<file path="src/rtl/sdram_arbiter.sv">
// Shares the 8-bit SDRAM port among the download, video and CPU requesters.
// One access at a time in fixed slots: fixed priority plus a CPU starvation guard.
module sdram_arbiter #(
    parameter int SLOT_LEN = 2,
    parameter int MAX_VID  = 4
) (
    input  logic        F14M,
    input  logic        RESET_n,
    input  logic        dio_active,
    input  logic        dio_req,
    input  logic        vid_req,
    input  logic        cpu_req,
    input  logic        dio_we,
    input  logic        vid_we,
    input  logic        cpu_we,
    input  logic [24:0] dio_addr,
    input  logic [24:0] vid_addr,
    input  logic [24:0] cpu_addr,
    input  logic [7:0]  dio_din,
    input  logic [7:0]  vid_din,
    input  logic [7:0]  cpu_din,
    output logic        dio_ack,
    output logic        vid_ack,
    output logic        cpu_ack,
    output logic [7:0]  vid_dout,
    output logic [7:0]  cpu_dout,
    output logic [24:0] sd_addr,
    output logic [7:0]  sd_din,
    output logic        sd_we,
    output logic        sd_oe,
    input  logic [7:0]  sd_dout
);

    localparam int CNT_W = $clog2(SLOT_LEN + 1);

    typedef enum logic [1:0] {IDLE, BUSY, DONE} state_t;
    typedef enum logic [1:0] {SRC_DIO, SRC_VID, SRC_CPU} src_t;

    state_t             state, state_nxt;
    src_t               win, grant_src;
    logic               grant;
    logic [24:0]        grant_addr;
    logic [7:0]         grant_din;
    logic               grant_we;
    logic               lat_we;
    logic [CNT_W-1:0]   cnt;
    logic [2:0]         vidrun;
    logic               vid_starved;

    assign vid_starved = cpu_req && (vidrun == 3'(MAX_VID));

    // Winner selection happens only in IDLE; a download in progress locks out the chip.
    always_comb begin
        grant      = 1'b0;
        grant_src  = SRC_DIO;
        grant_addr = dio_addr;
        grant_din  = dio_din;
        grant_we   = dio_we;
        if (state == IDLE) begin
            if (dio_active) begin
                grant = dio_req;
            end else if (vid_req && !vid_starved) begin
                grant     = 1'b1;
                grant_src = SRC_VID;
            end else if (cpu_req) begin
                grant     = 1'b1;
                grant_src = SRC_CPU;
            end else begin
                grant = dio_req;
            end
        end
        case (grant_src)
            SRC_VID: begin
                grant_addr = vid_addr;
                grant_din  = vid_din;
                grant_we   = vid_we;
            end
            SRC_CPU: begin
                grant_addr = cpu_addr;
                grant_din  = cpu_din;
                grant_we   = cpu_we;
            end
            default: ;
        endcase
    end

    always_comb begin
        state_nxt = state;
        case (state)
            IDLE:    if (grant) state_nxt = BUSY;
            BUSY:    if (cnt == '0) state_nxt = DONE;
            DONE:    state_nxt = IDLE;
            default: state_nxt = IDLE;
        endcase
    end

    always_ff @(posedge F14M or negedge RESET_n) begin
        if (!RESET_n) state <= IDLE;
        else          state <= state_nxt;
    end

    // Port registers, slot counter, read capture and the single-cycle acks.
    always_ff @(posedge F14M or negedge RESET_n) begin
        if (!RESET_n) begin
            win      <= SRC_DIO;
            lat_we   <= 1'b0;
            cnt      <= '0;
            vidrun   <= 3'd0;
            sd_addr  <= 25'd0;
            sd_din   <= 8'd0;
            sd_we    <= 1'b0;
            sd_oe    <= 1'b0;
            dio_ack  <= 1'b0;
            vid_ack  <= 1'b0;
            cpu_ack  <= 1'b0;
            vid_dout <= 8'd0;
            cpu_dout <= 8'd0;
        end else begin
            dio_ack <= 1'b0;
            vid_ack <= 1'b0;
            cpu_ack <= 1'b0;
            case (state)
                IDLE: begin
                    if (grant) begin
                        win     <= grant_src;
                        lat_we  <= grant_we;
                        sd_addr <= grant_addr;
                        sd_din  <= grant_din;
                        sd_we   <= grant_we;
                        sd_oe   <= ~grant_we;
                        cnt     <= CNT_W'(SLOT_LEN - 1);
                        if (grant_src == SRC_CPU) begin
                            vidrun <= 3'd0;
                        end else if (grant_src == SRC_VID) begin
                            if (!cpu_req)                   vidrun <= 3'd0;
                            else if (vidrun != 3'(MAX_VID)) vidrun <= vidrun + 3'd1;
                        end
                    end
                end
                BUSY: begin
                    if (cnt == '0) begin
                        sd_we <= 1'b0;
                        sd_oe <= 1'b0;
                        case (win)
                            SRC_VID: begin
                                vid_ack <= 1'b1;
                                if (!lat_we) vid_dout <= sd_dout;
                            end
                            SRC_CPU: begin
                                cpu_ack <= 1'b1;
                                if (!lat_we) cpu_dout <= sd_dout;
                            end
                            default: dio_ack <= 1'b1;
                        endcase
                    end else begin
                        cnt <= cnt - CNT_W'(1);
                    end
                end
                default: ;
            endcase
        end
    end

endmodule

</file>
<file path="config.mk">
export PLATFORM = sky130hd
export DESIGN_NAME = sdram_arbiter
export DESIGN_NICKNAME = d
export VERILOG_FILES = /design/src/rtl/sdram_arbiter.sv
export SDC_FILE = /design/constraint.sdc
export NUM_CORES = 1
export LEC_CHECK = 0
export CORE_UTILIZATION = 39
export CTS_CLUSTER_SIZE = 16
export DETAILED_ROUTE_END_ITERATION = 10
export PLACE_DENSITY_LB_ADDON = 0.1
export SLEW_MARGIN = 10
export SYNTH_ARGS = -nofsm -noshare
export SYNTH_HDL_FRONTEND = slang
export SYNTH_SLANG_ARGS = --single-unit
</file>
<file path="constraint.sdc">
create_clock -name F14M -period 2.8 [get_ports F14M]
set_input_delay 0.42 -clock F14M [delete_from_list [all_inputs] [get_ports F14M]]
set_output_delay 0.42 -clock F14M [all_outputs]
set_load 0.005 [all_outputs]
</file>
### Word-level counts from Yosys, hierarchy flattened

Index checks and enable logic that the tools add are counted.

* equality and inequality tests: 11
* magnitude comparators: 0
* bitwise logic cells: 2
* $add $sub $neg: 2
* div/mod/pow operators: 0
* shifts and indexed selects: 0
* reduce and logical (&&, ||, !) cells: 15
* mux-type cells: 34
* multipliers: 0

Operators with widths (count)
* 25-bit case mux with 2 select lines: 1
* 1-bit two-way mux: 16
* 8-bit case mux with 2 select lines: 1
* 2-bit two-way mux: 7
* 3-bit two-way mux: 4
* 4-bit AND reduction: 3
* 2-bit case mux with 2 select lines: 2
* 2-bit by 1-bit == test with 1-bit output (second input constant): 3
* 2-bit inequality test (second input constant): 3
* 1-bit case mux with 2 select lines: 3
* 3-bit AND reduction: 2
* 2-bit == test (second input constant): 2
* 2-bit logical NOT: 2
* 2-bit AND reduction: 2
* 2-bit nonzero test: 2
* 3-bit by 1-bit adder with 3-bit output (second input constant): 1
* 3-bit == test (second input constant): 1
* 3-bit by 1-bit inequality test with 1-bit output (second input constant): 1
* 3-bit inequality test (second input constant): 1
* 1-bit logical AND: 2
* 1-bit NOT: 2
* 2-bit OR reduction: 1
* 2-bit by 1-bit subtractor with 2-bit output (second input constant): 1
* 1-bit logical NOT: 1

* memory bits (writable): 0
* bits in registers: 64
* bits in read-only memories: 0
* bits in latches: 0
* memories kept: 0
* input bits: 116

### Depth between registers and ports, before layout

* depth after elaboration: 12
* mapped depth: 13
* mapped depth without buffers: 11

### Worst setup path after synthesis

OpenSTA, ideal clock, no wires.

* kind: reg2reg
* start: register vidrun[0]
* end: register sd_addr[0]
* arrival time: 2.069 ns
* slack: 0.648 ns
* path buffers: 3
* library setup time: 0.083 ns
* stages on the path, launching flop included: 13
* required time: 2.717 ns
* cell sequence: dfrtp_1 inv_1 ha_1 nand3_1 nand2_1 and4b_1 inv_1 ha_1 buf_4 buf_4 clkbuf_1 a21oi_1 o21ai_0

* cells in the longest elaborated chain, start to end: 9

Ends and longest elaborated chain
* from (decl): RTL line 47 `logic [2:0] vidrun;`
* from (signal assigned): RTL line 136 `else if (vidrun != 3'(MAX_VID)) vidrun <= vidrun + 3'd1;`
* 3-bit == test *: RTL line 50 `assign vid_starved = cpu_req && (vidrun == 3'(MAX_VID));`
* 1-bit logical AND *: RTL line 50
* 1-bit logical NOT *: RTL line 62 `end else if (vid_req && !vid_starved) begin`
* 1-bit logical AND *: RTL line 62
* 2-bit two-way mux *: RTL line 62
* 2-bit two-way mux *: RTL line 60 `if (dio_active) begin`
* 2-bit two-way mux *: RTL line 59 `if (state == IDLE) begin`
* net grant_src[1]: RTL line 40 `src_t win, grant_src;`
* 2-bit == test / 2-bit by 1-bit == test with 1-bit output (equally long branches): RTL line 72 `case (grant_src)`
* 25-bit case mux with 2 select lines *: RTL line 72
* to (signal assigned): RTL line 127 `sd_addr <= grant_addr;`
* to (decl): RTL line 27 `output logic [24:0] sd_addr,`

Mark *: on every way through the listed nets, which the timed path passes. The rest lies on a longest branch.
A chain may end at the register's enable or synchronous reset.

### Worst setup path after layout

* start: register vidrun[0]
* end: register sd_addr[5]

Same word-level chain as after synthesis.

==> metrics.cfg <==
[synthesis]
post_synth_instance_area_mm2 = 0.00316
synth_enable_flop_cells = 0
postSynthNetCount = 450
ys_top_cells_by_count = dfrtp_1, nand2_1, o21ai_0
synth.lib_cells_used.distinct = 34
synth-seq-area-share_pct = 50.6
synth_seq_cells = 64
ys.warnings.count = 0
synthesis.area_per_instance_um2 = 9.67
synth_most_common_cell = dfrtp_1
postSynthCellCount = 327
cells_taking_the_most_area_after_synthesis = dfrtp_1, a22oi_1, o21ai_0, mux2_1, a21oi_1
ys_flop_type = dfrtp_1
yosysTopAreaCell = dfrtp_1
synth.top_cell.area_share_pct = 50.6
synth-async-reset-ratio_pct = 100

[layout]
postLayoutCellArea_mm2 = 0.00516
postLayoutCoreUtil_pct = 66.4
post_route_cells_drive_above_1_share_pct = 7.65
final-instance-count-excl-fill = 599
antenna-diode-count = 0
relative_area_change_from_synthesis_to_final_layout_pct = 63.0
nets = 615

[timing]
timing.final.crit_share_pct = 89.0
timing_max_transition_violations_final = 0
rsz0062_at_grt = no
skew_ns = 0.0104
post-route-min-period_ns = 2.49
maxSlewHeadroom_pct = 53.9
fin_tns_setup_ns = 0
maxClockFrequency_mhz = 401
setup_violations = 0
max_slew.worst_pin.slew_ns = 0.691
hold_viol_final = 0

[worst_setup_path]
criticalPathCategory = register to register
worstSetupStartpointType = register
setup.worst_path.start = vidrun[0]
r2r.worst_path.cells = 11
reg2reg_setup_slack_ns = 0.31
critPathCaptureType = register
critPathArrivalTime_ns = 2.74
reg2reg_end = sd_addr[5]
worstSetupEndpoint = sd_addr[5]
crit_path_max_fanout = 22
critical_path_required_time_ns = 3.05
timing.rr.start = vidrun[0]

[detailed_routing]
drt_wl_total_um = 9110
detail_route.vias_per_cell = 5.04
antenna_left = 0
drtPass1Iterations = 4
routed_wire_length_per_instance_um = 15.2
first_iter_violations = 106
route.detailed.drc = 0
vias = 3020

[placed_design]
io_buffer_count = 169
detailed_place.area_mm2 = 0.00493
place.detailed.hpwl_um = 6820
dpl.cell_count = 583
routabilityCongestion = 0.779

[floorplanning]
core_area_mm2 = 0.00777
rows = 32
start_util_pct = 40.7
chipHeight_um = 92.1
floorplan.die_area_mm2 = 0.00847
dieWidth_um = 92.1
num_ports = 170

[clock_tree]
cts_hold_repair.buffers = 0
cts_setup_buffers = 0
clk_latency_ns = 0.34
numCtsBuffers = 9
clock_tree.root_cell = clkbuf_8
clock_tree.htree_level_count = 3
path_clk_slew_ns = 0.08
post_cts.resized_instances = 0
cts_sink_count = 64
clk_path_buf_depth = 2
tritoncts = yes

[power_and_ir_drop]
p_leak_uw = 0.00211
power_per_cell_area_mw_per_mm2 = 869
total_power_consumption_of_the_routed_design_uw = 4480
ir_worst_vdd_mv = 0.524

[grt]
grt_first_pass_wirelength_um = 14400
antenna_violations_before_repair = 0
grtUsageTotal_pct = 22.3
grt_pass1_vias = 2827
grt-ovfl-total = 0
grt_start_max_net_pins = 37

[run_status]
outcome = completed

[job]
drv.max_cap_violation_count = 0

[worst_hold_path]
hp-class = primary input to asynchronous set/reset pin

==> per-stage QoR <==
step,hold slack [ns],setup WS [ns]
after detailed placement,0.470,0.102
after global placement,0.461,0.237
after floorplan,0.124,0.648
final,0.111,0.309
after global routing,0.173,0.0149
after CTS,0.136,0.287
==> kinds of logic after synthesis <==
family	count (synthesis)	share of synthesized area [%]
simple gates	93	13.1
fa+ha+maj	7	2.77
compound gates	112	21.8
flops	64	50.6
buf+inv	33	5.18
mux	18	6.53
==> worst max-delay path: stages (launching register included) <==
cell	delay (ns)
dfrtp_1	0.40
inv_1	0.06
ha_1	0.24
nand3_1	0.10
nand2_1	0.06
nor4_1	0.32
ha_2	0.46
buf_4	0.33
a22oi_1	0.12
nor2_1	0.10
a21oi_1	0.04
o21ai_0	0.17
==> state kept, by name, summed over array words and instances (netlist names) <==
register and flops:
cpu_dout 8, vidrun 3, sd_addr 25, sd_din 8, sd_we 1, win 2, vid_dout 8, dio_ack 1
lat_we 1, state 2, cpu_ack 1, cnt 2, sd_oe 1, vid_ack 1
==> report_power, final <==
| part | leakage, uW | internal (uW) | switching [uW] |
|---|---|---|---|
| Sequential | 0.000794 | 1350 | 229 |
| Clock | 0.000110 | 510 | 385 |
| Combinational | 0.00121 | 1150 | 853 |
| Total | 0.00211 | 3010 | 1470 |
==> worst min path at each step <==
stage          cells after the start  slack, ns     endpoint
3_3_place_gp                       2       0.46  sd_addr[20]
4_1_cts                            1       0.14   sd_addr[6]
2_1_floorplan                      0       0.12       cnt[0]
6_report                           1       0.11   sd_addr[6]
5_1_grt                            1       0.17   sd_addr[3]
3_5_place_dp                       2       0.47   sd_addr[3]
==> layout by cell type (no fill, tap or decap), types with 3 or more instances in the layout <==
master / synthesis / final
and2_1: 3 / 3
nor2_1: 34 / 34
mux2_1: 16 / 16
a22oi_1: 34 / 34
o21ai_0: 37 / 37
a21oi_1: 33 / 33
inv_1: 9 / 9
clkdlybuf4s50_1: 0 / 168
clkbuf_8: 0 / 9
buf_4: 6 / 8
nand2_2: 3 / 3
nand2_1: 40 / 40
ha_1: 7 / 6
dfrtp_1: 64 / 64
nand3_1: 3 / 3
==> routing by layer <==
layer  GRT usage, %  wire [um]  up-vias
met3           4.64        585       17
met1           28.7       3890     1405
met4           8.98        197        0
met2           36.5       4440      114
li1               -          -     1484
met5              0          0        -
==> final cells by class <==
cell class | count | area, um2
clock buffers | 9 | 124
clock inverters | 7 | 103
fillers | 656 | 2610
inverters | 9 | 33.8
multi-input cells | 230 | 1400
flip-flops and latches | 64 | 1600
well taps | 102 | 128
repair buffers | 178 | 1770
Power figures use the tool's default switching activity.
